**config.mk**
```make
export PLATFORM = sky130hd
export DESIGN_NAME = bfp_stage_exponent_tracker
export DESIGN_NICKNAME = d
export VERILOG_FILES = /design/src/rtl/bfp_stage_exponent_tracker.sv
export SDC_FILE = /design/constraint.sdc
export NUM_CORES = 1
export LEC_CHECK = 0
export CORE_MARGIN = 5
export CORE_UTILIZATION = 25
export CTS_BUF_LIST = sky130_fd_sc_hd__clkbuf_4 sky130_fd_sc_hd__clkbuf_8
export CTS_CLUSTER_DIAMETER = 100
export DETAILED_ROUTE_END_ITERATION = 12
export HOLD_SLACK_MARGIN = 0.02
export PLACE_DENSITY = 0.5
export SYNTH_ARGS = -nofsm -noshare
export SYNTH_HDL_FRONTEND = slang
export SYNTH_SLANG_ARGS = --single-unit
export TNS_END_PERCENT = 100
```
**constraint.sdc**
```tcl
create_clock -name clk -period 2.1 [get_ports clk]
set_input_delay 0.42 -clock clk [delete_from_list [all_inputs] [get_ports clk]]
set_output_delay 0.42 -clock clk [all_outputs]
set_load 0.005 [all_outputs]
```
**src/rtl/bfp_stage_exponent_tracker.sv**
```systemverilog
`default_nettype none
// ============================================================================
// Module   : bfp_stage_exponent_tracker
// Brief    : Per-stage block-floating-point shift decision and block exponent
//            accumulation for a radix-2 FFT datapath.
// Revision : 1.0 - initial release
// ============================================================================

module bfp_stage_exponent_tracker #(
    parameter int FFT_MAX_BIT_WIDTH = 5,
    parameter int FFT_DW            = 16,
    parameter int FFT_N_LOG2        = 10,
    parameter int BFP_EXP_W         = 6,
    localparam int STAGE_W          = $clog2(FFT_N_LOG2 + 1)
) (
    input  logic                         clk,
    input  logic                         rst,
    input  logic                         fft_start,
    input  logic                         bw_valid,
    input  logic [FFT_MAX_BIT_WIDTH-1:0] min_bit_width,
    input  logic                         stage_done,
    output logic [1:0]                   scale_shift,
    output logic                         shift_valid,
    output logic [BFP_EXP_W-1:0]         block_exp,
    output logic [STAGE_W-1:0]           stage_idx,
    output logic                         busy,
    output logic                         fft_done
);

    localparam logic [1:0] c_s_idle   = 2'd0;
    localparam logic [1:0] c_s_accum  = 2'd1;
    localparam logic [1:0] c_s_update = 2'd2;

    // Widths up to c_thresh leave enough headroom for a radix-2 butterfly.
    localparam int c_thresh = FFT_DW - 2;
    localparam logic [STAGE_W-1:0] c_n_stages = STAGE_W'(FFT_N_LOG2);

    logic [1:0]                   r_state;
    logic [1:0]                   w_next_state;
    logic [FFT_MAX_BIT_WIDTH-1:0] r_max_bw;
    logic [1:0]                   r_scale_shift;
    logic                         r_shift_valid;
    logic [BFP_EXP_W-1:0]         r_block_exp;
    logic [STAGE_W-1:0]           r_stage_idx;
    logic                         r_busy;
    logic                         r_fft_done;

    logic                         w_update;
    logic                         w_last;
    logic [1:0]                   w_shift;
    logic [STAGE_W-1:0]           w_idx_inc;
    logic [BFP_EXP_W:0]           w_exp_sum;

    always_ff @(posedge clk) begin
        if (rst) begin
            r_state       <= c_s_idle;
            r_max_bw      <= '0;
            r_scale_shift <= '0;
            r_shift_valid <= 1'b0;
            r_block_exp   <= '0;
            r_stage_idx   <= '0;
            r_busy        <= 1'b0;
            r_fft_done    <= 1'b0;
        end else begin
            r_state       <= w_next_state;
            r_shift_valid <= w_update;
            r_fft_done    <= w_update && w_last;
            r_busy        <= (w_next_state != c_s_idle) || (w_update && w_last);
            if (fft_start) begin
                r_max_bw      <= '0;
                r_scale_shift <= '0;
                r_block_exp   <= '0;
                r_stage_idx   <= '0;
            end else begin
                case (r_state)
                    c_s_accum: begin
                        if (bw_valid && (min_bit_width > r_max_bw))
                            r_max_bw <= min_bit_width;
                    end
                    c_s_update: begin
                        // A sample arriving during the update opens the next stage.
                        r_max_bw      <= bw_valid ? min_bit_width : '0;
                        r_scale_shift <= w_shift;
                        r_block_exp   <= w_exp_sum[BFP_EXP_W] ? '1 : w_exp_sum[BFP_EXP_W-1:0];
                        r_stage_idx   <= w_idx_inc;
                    end
                    default: ;
                endcase
            end
        end
    end

    always_comb begin
        w_next_state = r_state;
        if (fft_start) begin
            w_next_state = c_s_accum;
        end else begin
            case (r_state)
                c_s_accum:  if (stage_done) w_next_state = c_s_update;
                c_s_update: w_next_state = w_last ? c_s_idle : c_s_accum;
                default:    w_next_state = c_s_idle;
            endcase
        end
    end

    always_comb begin
        w_update  = (r_state == c_s_update) && !fft_start;
        w_idx_inc = r_stage_idx + STAGE_W'(1);
        w_last    = (w_idx_inc == c_n_stages);
        if (int'(r_max_bw) >= c_thresh + 2)
            w_shift = 2'd2;
        else if (int'(r_max_bw) == c_thresh + 1)
            w_shift = 2'd1;
        else
            w_shift = 2'd0;
        w_exp_sum = {1'b0, r_block_exp} + (BFP_EXP_W + 1)'(w_shift);
    end

    assign scale_shift = r_scale_shift;
    assign shift_valid = r_shift_valid;
    assign block_exp   = r_block_exp;
    assign stage_idx   = r_stage_idx;
    assign busy        = r_busy;
    assign fft_done    = r_fft_done;

endmodule

`default_nettype wire

```
# Word-level counts from Yosys, hierarchy flattened
# Cells that the tools add are included.
# classes
add_sub_neg,2
n_lt_le_gt_ge,2
eq_ne,5
n_mux,10
reduce_logical,9
# ops
operator,n
$mux 5,2
$pmux 5 s2,1
$add 6x2->7,1
$mux 2,3
$mux 6,1
$eq 5x5->1 const B,1
$ge 5x5->1 const B,1
$gt 5x5->1,1
$add 4x1->4 const B,1
$eq 4x4->1 const B,1
$pmux 2 s2,1
$reduce_bool 2->1,2
$logic_and 1x1->1,3
$eq 2x1->1 const B,1
$eq 2x2->1 const B,1
$mux 1,2
$ne 2x2->1 const B,1
$reduce_and 2->1,1
$reduce_or 2->1,1
$logic_not 1->1,1
$logic_or 1x1->1,1
# word_totals
reg_bits,22
inputBits,10
output_inout_bits,15
word_cells,36

# Longest topological paths before layout
# depth
ltp_word,7
ltp_mapped,7
ltp_nobuf,7

# Worst setup path after synthesis
# OpenSTA, ideal clock, no wires.
# synth_path
path_type,flip-flop to flip-flop
from,register r_max_bw[4]
to,"register r_block_exp[2], in the netlist block_exp[2]"
setup_time_ns,0.070
t_arrival_ns,1.677
t_required_ns,2.030
slack_ns,0.353
path_stages_with_launch,7
n_path_buf,0
period_less_slack_ns,1.747
cell_sequence,dfxtp_1 -> nor3_1 -> ha_1 -> fa_1 -> and3_1 -> or2_2 -> a21oi_1
# synth_between
elab_chain_cells,5
elab_cells_between_ends,6
cone_classes,add/sub: 1; order compare: 1; eq/ne: 1; mux: 3
# synth_rtl
element,line,source
start: declaration,40,logic [FFT_MAX_BIT_WIDTH-1:0] r_max_bw;
start signal: assignment,78,r_max_bw <= min_bit_width;
start signal: assignment,82,r_max_bw <= bw_valid ? min_bit_width : '0;
"parallel branches: the longest is 2 deep, another holds $ge 5x5->1",--,
$mux 2 (*),110,if (int'(r_max_bw) >= c_thresh + 2)
via w_shift[0],50,logic [1:0] w_shift;
$add 6x2->7 (*),116,"w_exp_sum = {1'b0, r_block_exp} + (BFP_EXP_W + 1)'(w_shift);"
$mux 6 (*),84,r_block_exp <= w_exp_sum[BFP_EXP_W] ? '1 : w_exp_sum[BFP_EXP_W-1:0];
end signal: assignment,84,
end: declaration,43,logic [BFP_EXP_W-1:0] r_block_exp;
# Mark *: on every way through the listed nets, which the timed path passes.
# A chain may end at the register's enable or synchronous reset.

# Worst setup path in the final report
# layout_path
from,input min_bit_width[4]
to,register r_max_bw[4]
# layout_between
elab_chain_cells,4
elab_cells_between_ends,7
cone_classes,order compare: 1; eq/ne: 1; mux: 3; reduce/logical: 2
# layout_rtl
element,line,source
start: declaration,20,"input logic [FFT_MAX_BIT_WIDTH-1:0] min_bit_width,"
$gt 5x5->1,77,if (bw_valid && (min_bit_width > r_max_bw))
$logic_and 1x1->1,77,
$ne 2x2->1 (no line),--,
$reduce_and 2->1 (no line),--,
# Parallel ways exist; a longest one is shown, timed or not. The select of a mux whose other input is x is not followed.

==> impl_metrics.yaml <==
final_layout:
  layout-drive-gt1-share_pct: 6.96
  nNetsFinal: 182
  nFillCells: 504
  final_cell_area_um2: 1560
  area_delta_synth_final_pct: 30.4
  regArea_um2: 440
  n_antenna_cell: 0
  multiInputGateArea_um2: 703
sta:
  holdWs_ns: 0.469
  worst_pin_slew_ns: 0.297
  finalSetupViolCount: 0
  rsz0062_at_grt: "no"
  slew_headroom_pct: 80.2
  max_freq_ghz: 0.544
  min_period_ns: 1.84
  hold_viol: 0
  skew_ns: 0.00223
  setup_tns_ns: 0
  slew_viol_final: 0
  period_share_pct: 87.5
logic_synthesis:
  synth_top_cell_by_area: "dfxtp_1"
  synth_top_area_share_pct: 36.8
  ys_ff_latch: 22
  synthArstFlopShare_pct: 0
  yosys_warnings: 0
  postSynthCellCount: 130
  synth_edf_count: 0
  synth_most_common_cell: "dfxtp_1"
  synth.cell_area_um2: 1200
  synth_area_leaders: "dfxtp_1, ha_1, mux2i_1"
  synthesis.nets: 152
  seq_area_frac_synth_pct: 36.8
  synth.avg_cell_area_um2: 9.20
  synthFlopType: "dfxtp_1"
  synth.distinct_cells: 36
  synth_common_cells: "dfxtp_1, nand2_1, nor2_1, ha_1"
route:
  viasPerCell: 4.66
  num_vias: 988
  routedWlPerCell_um: 12.1
  drt_iter0_markers: 36
  totalWireLength_um: 2560
  ant_nets: 0
  first_pass_iters: 4
  drc_errors: 0
clock_tree:
  clock_sinks: 22
  cts_inserted_buffers: 3
  cts_max_path_buffers: 2
  cts_resized: 0
  cts_hold_buf: 0
  cts_root_buffer: "clkbuf_8"
  path_clk_slew_ns: 0.07
  htreeDepth: 1
  post-cts-setup-buffer-count: 0
  clk_latency_ns: 0.25
  cts_tree: "built"
worst_setup_path:
  rr_startpoint: "r_max_bw[0]"
  cp_num_buf_inv: 1
  max_stage_delay_ns: 0.43
  endpoint_kind: "flop"
  crit_required_ns: 2.29
  cp_top_family: "compound AO/OA/AOI/OAI gates"
  timing.rr.end: "block_exp[0]"
  arrival_ns: 2.02
  path_max_fanout: 5
  ff2ff_path_depth: 7
  ff2ff_setup_slack_ns: 0.28
  critPathKind: "in2reg"
  start_kind: "primary input"
  crit_chain: "clkdlybuf4s50_1, ha_1, nand4_1, o211a_1, a2bb2oi_4, mux2i_1"
  cpMaxStageDelayCell: "clkdlybuf4s50_1"
pwr:
  power.leakage_uw: 0.000598
  max-vdd-ir-drop_mv: 0.193
  powerDensity_nw_per_um2: 475
  power_uw: 742
outcome:
  status: "finished clean"
run:
  drv_cap: 0
worst_hold_path:
  min_to: "r_max_bw[2]"
  hold_path_depth: 2
  worstHoldPathType: "reg2reg"
  worstHoldStart: "r_max_bw[2]"
floorplanning:
  ioPinCount: 25
  die_w_um: 79.2
  coreArea_um2: 4690
  chipHeight_um: 79.2
  die_area_um2: 6270
  start_util_pct: 25.5
  rows: 25
grt:
  grt_pass1_vias: 948
  grt_max_degree: 13
  antenna_found_initial: 0
  grt.total_usage_pct: 8.70
  grt_overflow_total: 0
  grt_pass1_wl_um: 4260
place:
  numPortBuffers: 24
  hpwlAfterDp_um: 2080
  gp_congestion: 0.858
  place_area_um2: 1520
layout make-up:
cell class	instances	area share, %
clock buffer	3	2.65
inverter	10	2.41
multi-input combinational	95	45.1
sequential	22	28.2
timing repair buffer	28	17.3
tap	54	4.33
cells in the final DEF (no fill, tap or decap), types with 2 or more instances in the layout:
cell / netlist / final
dfxtp_1: 22 / 22
a21oi_1: 9 / 9
xor2_1: 2 / 2
and3_1: 2 / 2
mux2i_1: 10 / 10
nand2b_1: 2 / 2
xnor2_1: 2 / 2
nand2_1: 15 / 15
nand3_1: 2 / 2
clkbuf_8: 0 / 3
inv_1: 10 / 10
nor3_1: 3 / 3
ha_1: 11 / 11
a211oi_1: 2 / 2
nand4_1: 3 / 3
nor2_1: 12 / 12
buf_4: 0 / 4
clkdlybuf4s50_1: 0 / 24
worst min-delay path: stages (launching register included):
cell,delay [ns]
dfxtp_1,0.31
nand2_1,0.05
mux2i_1,0.06
where the power goes:
part	leakage (µW)	switching, µW	internal [µW]
logic	0.000399	32.5	38.1
registers	0.000178	2.36	421
clock network	0.0000216	121	128
state kept, by name (all words and copies together) (netlist names):
name         flops
block_exp        6
shift_valid      1
scale_shift      2
r_max_bw         5
stage_idx        4
fft_done         1
r_state          2
busy             1
routing by layer:
metal / vias to the layer above / GRT usage (%) / part of all wire (%)
met2: 17 / 15.0 / 49
li1: 515 / - / -
met4: 0 / 4.64 / 1.5
met1: 452 / 9.88 / 44
met3: 4 / 2.04 / 4.6
met5: - / 0 / 0
cells by family after synthesis:
| group | synth area share [%] |
|---|---|
| AOI/OAI and AO/OA | 13.4 |
| xor gates and xnor gates | 2.93 |
| adders and majority gates | 13.2 |
| buffers and inverters | 4.39 |
| DFF | 36.8 |
| muxes | 8.37 |
| and+or+nand+nor | 20.9 |
stage by stage:
stage | util (%) | std cells | setup slack, ns
floorplan | - | 130 | 0.353
global placement | 32.4 | 209 | 0.0636
detailed placement | 32.4 | 209 | -0.0228
CTS | 33.3 | 212 | 0.218
global route | 33.3 | 212 | 0.0244
finish | 33.3 | 212 | 0.263
worst max-delay path by stage:
stage | startpoint | endpoint | depth (start not counted)
6_report | min_bit_width[4] | r_max_bw[4] | 6
4_1_cts | r_max_bw[0] | block_exp[0] | 7
2_1_floorplan | r_max_bw[4] | block_exp[2] | 6
5_1_grt | r_max_bw[0] | block_exp[1] | 7
3_5_place_dp | min_bit_width[4] | r_max_bw[4] | 6
3_3_place_gp | min_bit_width[4] | r_max_bw[2] | 6
Power figures use the tool's default switching activity.
